File: config.mk
export PLATFORM = sky130hd
export DESIGN_NAME = wavefront_reduce
export DESIGN_NICKNAME = d
export VERILOG_FILES = /design/src/rtl/wfa_pkg.sv /design/src/rtl/lane_mux.sv /design/src/rtl/wavefront_reduce.sv
export SDC_FILE = /design/constraint.sdc
export NUM_CORES = 1
export LEC_CHECK = 0
export CELL_PAD_IN_SITES_DETAIL_PLACEMENT = 0
export CELL_PAD_IN_SITES_GLOBAL_PLACEMENT = 1
export CORE_UTILIZATION = 45
export CTS_BUF_LIST = sky130_fd_sc_hd__clkbuf_4 sky130_fd_sc_hd__clkbuf_8
export DETAILED_ROUTE_END_ITERATION = 10
export PLACE_DENSITY = 0.85
export SLEW_MARGIN = 20
export SYNTH_ARGS = -nofsm -noshare
export SYNTH_HDL_FRONTEND = slang
export SYNTH_HIERARCHICAL = 1
export SYNTH_SLANG_ARGS = --single-unit
File: constraint.sdc
create_clock -name clk -period 32.7 [get_ports clk]
set_input_delay 6.54 -clock clk [delete_from_list [all_inputs] [get_ports clk]]
set_output_delay 6.54 -clock clk [all_outputs]
set_load 0.005 [all_outputs]
File: src/rtl/wfa_pkg.sv
// Shared types and helpers for the wavefront reduce stage.
// Lane words are {k signed, offset[15:0]}.
package wfa_pkg;

  typedef enum logic [2:0] {
    S_IDLE,
    S_WAIT,
    S_CAP,
    S_SCAN1,
    S_SCAN2,
    S_UPD
  } state_t;

  localparam logic [15:0] NULL_OFFSET = 16'hFFFF;
  localparam int PROG_W = 19;

  function automatic logic [15:0] lane_offset(
    input logic [31:0] w
  );
    return w[15:0];
  endfunction

  // Sign-extends the kw-bit diagonal field above the offset.
  function automatic logic signed [PROG_W-1:0] lane_k(
    input logic [31:0] w,
    input int          kw
  );
    logic signed [31:0] t;
    t = $signed((w >> 16) << (32 - kw));
    t = t >>> (32 - kw);
    return t[PROG_W-1:0];
  endfunction

  function automatic logic signed [PROG_W-1:0] progress(
    input logic        [15:0]       off,
    input logic signed [PROG_W-1:0] k
  );
    return $signed({2'b00, off, 1'b0}) - k;
  endfunction

endpackage

File: src/rtl/lane_mux.sv
// Selects one lane word from the captured lane vector.
module lane_mux #(
  parameter int FIFO_WIDTH = 30,
  parameter int NUM_EXTEND = 8
) (
  input  logic [FIFO_WIDTH*NUM_EXTEND-1:0] lanes,
  input  logic [$clog2(NUM_EXTEND)-1:0]    sel,
  output logic [FIFO_WIDTH-1:0]            word
);

  assign word = lanes[sel*FIFO_WIDTH +: FIFO_WIDTH];

endmodule

File: src/rtl/wavefront_reduce.sv
// Captures the extend lanes, streams them to DBRAM and reduces
// the wavefront to a new diagonal range with X-drop trimming.
module wavefront_reduce
  import wfa_pkg::*;
#(
  parameter int FIFO_WIDTH    = 30,
  parameter int NUM_EXTEND    = 8,
  parameter int TILE_SIZE     = 512,
  parameter int LOG_TILE_SIZE = $clog2(TILE_SIZE),
  parameter int ADDR_WIDTH    = 16
) (
  input  logic                           clk,
  input  logic                           rst,
  input  logic                           start,
  input  logic [ADDR_WIDTH-1:0]          base_addr,
  input  logic [15:0]                    drop,
  input  logic [15:0]                    ref_len,
  input  logic [15:0]                    query_len,
  input  logic [FIFO_WIDTH*NUM_EXTEND-1:0] ext_offset,
  input  logic [NUM_EXTEND-1:0]          ext_valid,
  output logic                           ext_read,
  output logic                           bram_wen,
  output logic [15:0]                    bram_din,
  output logic [ADDR_WIDTH-1:0]          bram_addr,
  output logic signed [LOG_TILE_SIZE:0]  kmin,
  output logic signed [LOG_TILE_SIZE:0]  kmax,
  output logic [15:0]                    score,
  output logic                           busy,
  output logic                           done,
  output logic                           hit,
  output logic                           empty
);

  localparam int IW = $clog2(NUM_EXTEND);
  localparam int KW = FIFO_WIDTH - 16;
  localparam int OW = LOG_TILE_SIZE + 1;
  localparam logic signed [PROG_W-1:0] PMIN =
    {1'b1, {(PROG_W-1){1'b0}}};

  state_t state;
  logic [FIFO_WIDTH*NUM_EXTEND-1:0] cap;
  logic [IW-1:0] idx;
  logic [FIFO_WIDTH-1:0] lane;
  logic [15:0] off;
  logic signed [PROG_W-1:0] k, p, pmax;
  logic signed [PROG_W-1:0] smin, smax, nmin, nmax;
  logic [PROG_W-1:0] gap;
  logic any_surv, nsurv, is_null, survive, hit_lane;

  lane_mux #(
    .FIFO_WIDTH(FIFO_WIDTH),
    .NUM_EXTEND(NUM_EXTEND)
  ) u_mux (
    .lanes(cap),
    .sel  (idx),
    .word (lane)
  );

  always_comb begin
    off      = lane_offset(32'(lane));
    k        = lane_k(32'(lane), KW);
    p        = progress(off, k);
    is_null  = (off == NULL_OFFSET);
    gap      = pmax - p;
    survive  = !is_null && (gap <= {3'b000, drop});
    hit_lane = !is_null && (off >= ref_len) &&
      (($signed({3'b000, off}) - k) >=
        $signed({3'b000, query_len}));
    nsurv    = any_surv | survive;
    nmin     = smin;
    nmax     = smax;
    if (survive && (!any_surv || k < smin)) nmin = k;
    if (survive && (!any_surv || k > smax)) nmax = k;
  end

  always_ff @(posedge clk or posedge rst) begin
    if (rst) begin
      state     <= S_IDLE;
      cap       <= '0;
      idx       <= '0;
      pmax      <= '0;
      smin      <= '0;
      smax      <= '0;
      any_surv  <= 1'b0;
      ext_read  <= 1'b0;
      bram_wen  <= 1'b0;
      bram_din  <= '0;
      bram_addr <= '0;
      kmin      <= '0;
      kmax      <= '0;
      score     <= '0;
      busy      <= 1'b0;
      done      <= 1'b0;
      hit       <= 1'b0;
      empty     <= 1'b0;
    end else begin
      ext_read <= 1'b0;
      done     <= 1'b0;
      unique case (state)
        S_IDLE: begin
          if (start) begin
            state <= S_WAIT;
            busy  <= 1'b1;
          end
        end
        S_WAIT: begin
          if (&ext_valid) begin
            cap      <= ext_offset;
            idx      <= '0;
            ext_read <= 1'b1;
            state    <= S_CAP;
          end
        end
        S_CAP: begin
          bram_wen  <= 1'b1;
          bram_addr <= base_addr;
          bram_din  <= off;
          pmax      <= is_null ? PMIN : p;
          any_surv  <= 1'b0;
          if (hit_lane) hit <= 1'b1;
          idx       <= idx + IW'(1);
          state     <= S_SCAN1;
        end
        S_SCAN1: begin
          // idx wraps to zero once every lane has been written
          if (idx == '0) begin
            bram_wen <= 1'b0;
            state    <= S_SCAN2;
          end else begin
            bram_addr <= bram_addr + ADDR_WIDTH'(1);
            bram_din  <= off;
            if (!is_null && p > pmax) pmax <= p;
            if (hit_lane) hit <= 1'b1;
            idx <= idx + IW'(1);
          end
        end
        S_SCAN2: begin
          smin     <= nmin;
          smax     <= nmax;
          any_surv <= nsurv;
          idx      <= idx + IW'(1);
          if (idx == IW'(NUM_EXTEND - 1)) begin
            if (nsurv) begin
              kmin <= nmin[OW-1:0];
              kmax <= nmax[OW-1:0];
            end
            empty <= !nsurv;
            score <= score + 16'd1;
            done  <= 1'b1;
            state <= S_UPD;
          end
        end
        S_UPD: begin
          busy  <= 1'b0;
          state <= S_IDLE;
        end
        default: state <= S_IDLE;
      endcase
    end
  end

endmodule

* After elaboration in Yosys (flattened, before gate mapping)
Cells that the tools add are included.
** Word-level totals
- Register bits after elaboration :: 368
- Output and inout port bits :: 74
- Logic and storage cells :: 108
** Operators by class
- Add/sub/neg operators :: 6
- Multiply operators :: 1
- Magnitude comparators :: 6
- Equal/unequal tests :: 13
- Shifts and indexed selects :: 1
- Muxes and demuxes :: 30
- Bitwise gates (word level) :: 1
- Reductions and logical operators :: 30
** Operators with widths (count)
- variable part select 240 x 9 -> 30 bit :: 1
- one-hot mux 16 bit (2 select lines) :: 2
- two-way mux 19 bit :: 3
- one-hot mux 19 bit (2 select lines) :: 1
- adder 16 x 1 -> 16 bit, second input constant :: 2
- two-way mux 16 bit :: 2
- two-way mux 10 bit :: 2
- > comparator 19 bit :: 1
- less-or-equal comparator 19 x 16 -> 1 bit :: 1
- subtractor 18 x 14 -> 19 bit :: 1
- subtractor 19 bit :: 1
- >= comparator 18 x 17 -> 1 bit :: 1
- two-way mux 3 bit :: 6
- subtractor 17 x 14 -> 18 bit :: 1
- == test 16 bit, second input constant :: 1
- >= comparator 16 bit :: 1
- one-hot mux 3 bit (5 select lines) :: 1
- > comparator 14 bit :: 1
- < comparator 14 bit :: 1
- inequality test 2 bit, second input constant :: 6
- AND reduction 2 bit :: 6
- == test 3 bit, second input constant :: 3
- one-hot mux 3 bit (3 select lines) :: 1
- AND reduction 3 bit :: 3
- 17 further kinds :: 39

* Logic depth before layout (Yosys ltp)
Gate-level depths: netlist of run 1.
- Word-level depth :: 9
- Gate-level depth with buffers :: 35
- Mapped depth without buffers :: 32

* By module
The synthesis of run 1 kept the hierarchy.
** Modules (own cells, without submodules)
- wavefront_reduce :: instances 1, cells each 2171, area an instance 19109.6 um2, seq. area each 9208.8 um2
- lane_mux :: instances 1, cells each 107, area an instance 2030.7 um2, seq. area each 0.0 um2

* Worst setup path before layout of run 1
No wires, ideal clock.
- Path type :: input to register
- Start point :: in drop[1]
- End point :: reg kmax[0]
- Library setup time :: 0.125 ns
- Arrival :: 9.294 ns
- Path slack :: 23.281 ns
- Stages on the path :: 13
- Buffers on the path :: 0
- Cells stage by stage :: inv_1 ha_1 nor2b_1 o21a_1 o21a_1 o21ai_0 a311oi_1 o21ai_0 o311ai_2 or4b_4 nor2_8 mux2_2 mux2_4
** On the way
- Word-level cells in the longest chain between the ends :: 4
- Elaborated cells on any way between the ends :: 6
** Ends and longest elaborated chain
- start: declaration :: line wavefront_reduce.sv:16 : input logic [15:0] drop,
- less-or-equal comparator 19 x 16 -> 1 bit (*) :: line wavefront_reduce.sv:65 : survive = !is_null && (gap <= {3'b000, drop});
- logical AND 1 bit (*) :: line wavefront_reduce.sv:65
- OR 1 bit / logical AND 1 bit (equally long branches) :: line wavefront_reduce.sv:69, wavefront_reduce.sv:73
- AND reduction 3 bit (no line) / two-way mux 10 bit (equally long branches)
- end signal: assignment :: line wavefront_reduce.sv:145 : kmax <= nmax[OW-1:0];
- end: declaration :: line wavefront_reduce.sv:26 : output logic signed [LOG_TILE_SIZE:0] kmax,
Every way passes the cells marked *; elsewhere a longest branch is shown, timed or not.
A chain may end at the register's enable or synchronous reset.

* Worst setup path after layout of run 1
- Start point :: in drop[1]
- End point :: reg smax[0]
** On the way
- Word-level cells in the longest chain between the ends :: 4
** Ends and longest elaborated chain
- less-or-equal comparator 19 x 16 -> 1 bit :: line wavefront_reduce.sv:65
- logical AND 1 bit :: line wavefront_reduce.sv:65
- logical AND 1 bit :: line wavefront_reduce.sv:73 : if (survive && (!any_surv || k > smax)) nmax = k;
- two-way mux 10 bit :: line wavefront_reduce.sv:73
- end signal: assignment :: line wavefront_reduce.sv:139 : smax <= nmax;
- end: declaration :: line wavefront_reduce.sv:46 : logic signed [PROG_W-1:0] smin, smax, nmin, nmax;
No other way between the ends.

==> results of run 1 <==
==> stage by stage <==
stage / power (W) / worst slack (ns) / hold slack [ns] / cells
after global placement: 0.00109 / 22.15 / 0.441 / 3186
after CTS: 0.00158 / 22.76 / 0.460 / 3301
after floorplan: 0.000936 / 15.94 / 0.430 / 2278
after detailed placement: 0.00111 / 22.08 / 0.447 / 3186
after global routing: 0.00167 / 22.50 / 0.473 / 3311
final: 0.00157 / 22.73 / 0.456 / 3313
==> power by group through the flow <==
stage	registers [W]	clock network, W	logic (W)
CTS	0.000513	0.000476	0.000589
finish	0.000513	0.000464	0.000588
detailed placement	0.000521	0	0.000586
global placement	0.000519	0	0.000568
floorplan	0.000513	0	0.000424
global route	0.000518	0.000497	0.000651
==> critical path: cells and delay by family <==
| kind | cells | cell delay, ns |
|---|---|---|
| buffers and inverters | 2 | 0.50 |
| adder cells (fa/ha/maj) | 1 | 0.31 |
| AO/OA/AOI/OAI | 6 | 1.27 |
| AND/OR/NAND/NOR | 3 | 1.49 |
| multiplexers | 1 | 0.38 |
==> cell families (layout without fill, tap and decap cells) <==
| logic type | after synthesis | after routing | share of synthesized area |
|---|---|---|---|
| buffers and inverters | 226 | 642 | 0.0440 |
| other | 0 | 12 | 0 |
| AOI/OAI and AO/OA | 310 | 310 | 0.0977 |
| and+or+nand+nor | 1057 | 1057 | 0.207 |
| DFF | 368 | 368 | 0.436 |
| adders and majority gates | 129 | 129 | 0.0774 |
| muxes | 133 | 133 | 0.116 |
| xor gates and xnor gates | 55 | 55 | 0.0228 |
==> final cells by class <==
cell class | count | area, sq um | area share
multi-input cells | 1684 | 11000 | 0.410
inverters | 125 | 477 | 0.0177
repair buffers | 402 | 4000 | 0.148
clock inverters | 14 | 145 | 0.00539
well taps | 607 | 759 | 0.0282
clock buffers | 101 | 1280 | 0.0476
flip-flops and latches | 368 | 9210 | 0.342
diodes | 12 | 30.0 | 0.00111
==> placed cells by master, fill, tap and decap left out, drive strengths merged, types with 6 or more instances in the layout <==
cell type	instances
clkdlybuf4s50	388
o31ai	24
o22ai	10
a21o	29
nand2	859
nand3	32
nor4	6
ha	126
o21bai	7
nor2	53
xor2	13
or3	6
clkbuf	101
o211ai	9
nand2b	15
o21ai	80
buf	14
a211oi	9
xnor2	42
clkinv	7
diode	12
nand4	19
inv	126
a31oi	8
nor2b	13
nor3	18
a21oi	79
mux2	54
mux4	60
mux2i	19
and2	8
and3	11
o21a	16
dfrtp	368
o31a	6
==> worst max-delay path by stage <==
stage               cells after the start                    to
detailed placement                     13   smax[0]$_DFFE_PP0P_
global placement                       13   smax[0]$_DFFE_PP0P_
global route                           13   smax[0]$_DFFE_PP0P_
CTS                                    13   smax[0]$_DFFE_PP0P_
finish                                 13   smax[0]$_DFFE_PP0P_
floorplan                               1  any_surv$_DFFE_PP0P_
==> sequential cells by signal (all words and copies together), names as in the netlist, 3 cells and up <==
signal / count
bram_addr: 16
bram_din: 16
cap: 240
idx: 3
kmax: 10
kmin: 10
pmax: 19
score: 16
smax: 14
smin: 14
state: 3
==> per-layer routing <==
metal,wire [microns],GRT usage
met5,37,0
met1,26100,0.330
met2,28700,0.417
met3,3510,0.0475
met4,2050,0.115
==> summary.txt, run 1 <==
Timing
  • RSZ-0062 raised after global routing: no
  • Clock Skews: 0.0321 ns
  • Fin crit period: 9.97 ns
  • FMAX: 0.100 GHz
  • Setup violators final: 0
  • Rel. slew slack: 0.182
  • Sum Neg Setup Slack: 0 ns
  • Slew Viols, Final: 0
  • Slew at the pin closest to its max-slew limit: 1.23 ns
  • Tcrit/Tclk final: 0.305
  • Final Hold Viols: 0

Clock tree
  • Clock Pin Slew Worst Setup and Hold Paths: 0.06 ns
  • TritonCTS clock tree: yes
  • CTS H-tree lvls: 3
  • Clock buffer depth: 3
  • Post_cts resized: 0
  • Sink Count: 368
  • Clk_lat worst skew: 0.64 ns
  • TritonCTS Buffers: 66
  • Postcts setup bufs: 0
  • Hold Buf Count CTS: 0
  • Root Driver: clkbuf_8

Hold path
  • Hold Startpoint: cap[94]$_DFFE_PP0P_
  • WHS Endpoint: cap[94]$_DFFE_PP0P_
  • WHS Path Cells: 2
  • Worst Hold Class: reg2reg

Job
  • Max-Cap Viols: 0

Finish
  • Nets: 3,091
  • Fill cell count: 4,144
  • Design Area, Final: 26,900 sq um
  • Share of cells above drive strength 1: 0.0805
  • Fin util: 0.580
  • Area grow syn2layout: 27.5%

Routing
  • Number of routed nets with antenna violations: 0
  • Vias per cell: 5.31
  • Wire length per cell: 18.2 microns
  • First DRT Iteration DRCs: 1,204
  • WL final: 60.5 mm
  • DRC viols: 0
  • DRT Pass-1 Iters: 5
  • Vias post-DR: 17,600

Synth
  • Synth cell count leaders: 858 x nand2_1, 368 x dfrtp_1, 126 x ha_1
  • Synthesized area: 21,100 sq um
  • Synth area leaders: dfrtp_1 44%, nand2_1 15%, ha_1 7.5%, mux4_1 7.5%, inv_1 2.2%
  • Top cell type's share of synthesized area: 0.436
  • Synth Net Count: 2,722
  • Count of different cell masters after synthesis: 85
  • Seq/Total Area, Yosys: 0.436
  • Post-synth EDFFs: 0
  • Async SR Flop Fraction: 1.00
  • Count leader, synth: nand2_1
  • Synth Flop Type: dfrtp_1
  • Cell count after synthesis: 2,278
  • #FFs+latches synth: 368
  • Mapped Avg Cell Area: 9.28 sq um
  • Dominant cell type by area after synthesis: dfrtp_1
  • YS warnings: 6

Power and ir drop
  • Gate power share: 0.376
  • Leakage dissipation: 13.6 nW
  • Internal power: 0.00102 W
  • Worst vdd ir: 27.5 uV
  • Part of the power in registers: 0.328
  • NetSw: 0.000546 W
  • Clock share of power: 0.296
  • Pwr/cell area: 58.1 nW/um^2
  • Sw Ratio: 0.349

Setup path
  • Crit path largest cell delay: 0.69 ns
  • Crit. End Element: flop
  • Slowest cell on the critical path: nor3_4
  • Critical Path AT: 10.48 ns
  • Worst Setup SP: drop[1]
  • Critical Path RT: 33.20 ns
  • Worst setup SP type: input pin
  • Reg2Reg Setup Slack: 23.44 ns
  • Crit Reg-Reg Endpoint: smax[0]$_DFFE_PP0P_
  • R2R cell count: 30
  • Worst-path fanout max: 27
  • Critical Setup Path Class: in2reg
  • Reg-to-reg startpoint: idx[0]$_DFFE_PP0P_
  • Cells along the critical path: clkdlybuf4s50_1 > inv_1 > ha_1 > nor2b_1 > o21a_1 > o21a_1 > o21ai_0 > a311oi_1 > o21ai_0 > o311ai_2 > or4b_4 > nor3_4 > mux2_1

Floorplanning
  • Core area: 46,500 sq um
  • Ports: 389
  • Die H: 219 microns
  • Row Count: 79
  • Die area: 47,800 sq um
  • Die X: 219 microns
  • Initial Utilization: 0.455

GRT
  • Largest net degree at the start of global routing: 242
  • Grt ovf: 0
  • Number of global-route vias before repair: 17,700
  • GRT Util Overall: 0.256
  • First-pass GRT wire length: 94.2 mm
  • Antenna violations before repair: 15

Placement
  • PortBufs: 388
  • Placed cell areas: 25,500 sq um
  • HPWL after detailed placement: 44.6 mm
  • Routability cong.: 0.885

Outcome
  • Status: finished clean
Power figures use the tool's default switching activity.
==> run 2, diff against run 1 <==
--- a/config.mk
+++ b/config.mk
@@ -7,10 +7,10 @@
 export LEC_CHECK = 0
 export CELL_PAD_IN_SITES_DETAIL_PLACEMENT = 0
 export CELL_PAD_IN_SITES_GLOBAL_PLACEMENT = 1
-export CORE_UTILIZATION = 45
+export CORE_UTILIZATION = 38
 export CTS_BUF_LIST = sky130_fd_sc_hd__clkbuf_4 sky130_fd_sc_hd__clkbuf_8
 export DETAILED_ROUTE_END_ITERATION = 10
-export PLACE_DENSITY = 0.85
+export PLACE_DENSITY = 0.76
 export SLEW_MARGIN = 20
 export SYNTH_ARGS = -nofsm -noshare
 export SYNTH_HDL_FRONTEND = slang
==> constraint.sdc (replaced) <==
create_clock -name clk -period 8.6 [get_ports clk]
set_input_delay 1.72 -clock clk [delete_from_list [all_inputs] [get_ports clk]]
set_output_delay 1.72 -clock clk [all_outputs]
set_load 0.005 [all_outputs]
==> summary.txt, run 2 (same netlist as run 1, synthesis figures left out) <==
Outcome
  • Status: finished clean

Placement
  • Placed Cells: 3,346 (+5.0%)
  • HPWL after detailed placement: 50.1 mm (+12%)
  • Routability cong.: 0.910 (+2.9%)
  • PortBufs: 388 (unchanged)

Timing
  • Sum Neg Setup Slack: 0 ns (unchanged)
  • Tcrit/Tclk final: 0.953
  • Clock Skews: 0.0479 ns (+0.0158 ns)
  • Slew at the pin closest to its max-slew limit: 1.27 ns (+0.0404 ns)
  • FMAX: 0.122 GHz
  • Fin crit period: 8.19 ns
  • Setup violators final: 0 (unchanged)
  • Final Hold Viols: 0 (unchanged)
  • Rel. slew slack: 0.155 (-0.0269)
  • Slew Viols, Final: 0 (unchanged)
  • RSZ-0062 raised after global routing: no

Power and ir drop
  • Internal power: 0.00393 W (+290%)
  • Pwr/cell area: 222 nW/um^2 (+280%)
  • Leakage dissipation: 13.7 nW (+1.2%)
  • Clock share of power: 0.300 (+0.004)
  • Part of the power in registers: 0.321 (-0.007)
  • Worst vdd ir: 95.2 uV (+250%)
  • Sw Ratio: 0.352 (+0.00352)
  • NetSw: 0.00214 W (+290%)
  • Gate power share: 0.379 (+0.003)

Routing
  • DRT Pass-1 Iters: 5 (unchanged)
  • Vias per cell: 5.08 (-4.3%)
  • WL final: 65.9 mm (+9.0%)
  • Wire length per cell: 19.0 microns (+4.1%)
  • Vias post-DR: 17,600 (+0.23%)
  • First DRT Iteration DRCs: 1,244 (+3.3%)
  • Number of routed nets with antenna violations: 0 (unchanged)
  • DRC viols: 0 (unchanged)

Setup path
  • Crit. End Element: flop
  • R2R cell count: 26 (-13%)
  • CP bufs+invs: 2 (unchanged)
  • Reg-to-reg startpoint: idx[0]$_DFFE_PP0P_
  • CP dominant cell by count: o21ai_0
  • Reg2Reg Setup Slack: 0.41 ns (-23.03 ns)
  • Slowest cell on the critical path: or4b_4
  • Worst-path fanout max: 14 (-48%)
  • Crit path largest cell delay: 0.64 ns (-0.05 ns)
  • Crit path max-delay family: compound AO/OA/AOI/OAI gates
  • Critical Path RT: 9.11 ns (-24.09 ns)
  • Crit Reg-Reg Endpoint: kmax[0]$_DFFE_PP0P_
  • Worst setup SP type: flop
  • Critical Path AT: 8.70 ns (-1.78 ns)
  • Critical Setup Path Class: reg2reg

Clock tree
  • Root Driver: clkbuf_8
  • Clock Pin Slew Worst Setup and Hold Paths: 0.06 ns (about the same)
  • Clk_lat worst skew: 0.65 ns (about the same)
  • TritonCTS Buffers: 68 (+3.0%)
  • Sink Count: 368 (unchanged)
  • TritonCTS clock tree: yes
  • CTS H-tree lvls: 3 (unchanged)
  • Clock buffer depth: 3 (unchanged)

Finish
  • Antenna cells: 0 (-12)
  • Largest Register: cap
  • Area grow syn2layout: 29.5%
  • Most frequent cells in the layout: 857 x nand2_1, 388 x clkdlybuf4s50_1, 366 x dfrtp_1, 126 x ha_1, 124 x inv_1
  • Top Registers: cap: 240 flops, pmax: 19 flops
  • Share of cells above drive strength 1: 0.0890 (+0.00842)
  • Nets: 3,114 (+0.74%)
  • Fin cells: 3,468 (+4.7%)
  • Most common cell after layout, fill and taps aside: nand2_1
  • Max reg flops: 240 (unchanged)

Floorplanning
  • Row Count: 86 (+8.9%)
  • Die H: 238 microns (+8.7%)
  • Core area: 55,000 sq um (+18%)
  • Die area: 56,600 sq um (+18%)
  • Initial Utilization: 0.384 (-0.0706)
  • Die X: 238 microns (+8.7%)
  • Ports: 389 (unchanged)

GRT
  • Largest net degree at the start of global routing: 242 (unchanged)
  • First-pass GRT wire length: 102 mm (+8.2%)
  • Grt ovf: 0 (unchanged)
  • Number of global-route vias before repair: 18,000 (+1.9%)
  • Antenna violations before repair: 5 (-10)
  • GRT Util Overall: 0.235 (-0.0203)

Hold path
  • Worst Hold Class: reg2reg
  • WHS Endpoint: cap[168]$_DFFE_PP0P_
  • WHS Path Cells: 2 (unchanged)
  • Hold Startpoint: cap[168]$_DFFE_PP0P_

Job
  • Max-Cap Viols: 0 (unchanged)
-- run 2: worst max-delay path by stage --
stage / cells past startpoint / endpoint / slack, ns / start
finish: 26 / kmax[0]$_DFFE_PP0P_ / 0.41 / idx[0]$_DFFE_PP0P_
global route: 27 / kmax[0]$_DFFE_PP0P_ / 0.02 / idx[0]$_DFFE_PP0P_
CTS: 29 / kmax[0]$_DFFE_PP0P_ / 0.35 / idx[0]$_DFFE_PP0P_
detailed placement: 29 / kmax[0]$_DFFE_PP0P_ / 0.37 / idx[0]$_DFFE_PP0P_
global placement: 29 / kmax[0]$_DFFE_PP0P_ / 0.51 / idx[0]$_DFFE_PP0P_
floorplan: 31 / kmax[0]$_DFFE_PP0P_ / 1.25 / idx[0]$_DFFE_PP0P_
-- run 2: area by class of cell --
class | count | area, sq um
well taps | 748 | 936
multi-input cells | 1684 | 11000
clock buffers | 110 | 1390
clock inverters | 10 | 110
fillers | 5185 | 27600
repair buffers | 423 | 4220
flip-flops and latches | 368 | 9220
inverters | 125 | 473
-- run 2: tightest hold or removal path: stages, from the launching register on --
cell     delay, ns
dfrtp_1       0.33
nand2_1       0.05
nand2_1       0.05
-- run 2: what timing repair did --
item	in CTS	in global routing
hold buffers	0	0
buffers inserted	0	1
gates resized for setup	0	1
endpoints found under the hold margin	0	0
endpoints found under the setup margin	0	1
-- run 2: power by group through the flow --
stage	clock network, W	logic (W)	registers (W)
final	0.00182	0.00230	0.00195
after global placement	0	0.00225	0.00198
after floorplan	0	0.00161	0.00195
after global routing	0.00195	0.00255	0.00197
after detailed placement	0	0.00229	0.00198
after CTS	0.00187	0.00231	0.00195
-- run 2: routing by layer --
| layer | share of wire | track usage | routed length (microns) |
|---|---|---|---|
| met1 | 0.43 | 0.302 | 28300 |
| met3 | 0.059 | 0.0465 | 3890 |
| met5 | 0.0012 | 0 | 76 |
| met4 | 0.041 | 0.0995 | 2700 |
| met2 | 0.47 | 0.387 | 31000 |
-- run 2: stage by stage --
step	area, sq um	hold slack (ns)	setup WS (ns)	utilization	total power [W]
floorplan	21100	0.430	1.25	-	0.00356
global placement	25800	0.441	0.509	0.470	0.00423
detailed placement	25800	0.448	0.375	0.470	0.00427
CTS	27300	0.461	0.349	0.497	0.00613
global route	27400	0.477	0.0239	0.498	0.00647
finish	27400	0.456	0.406	0.498	0.00607
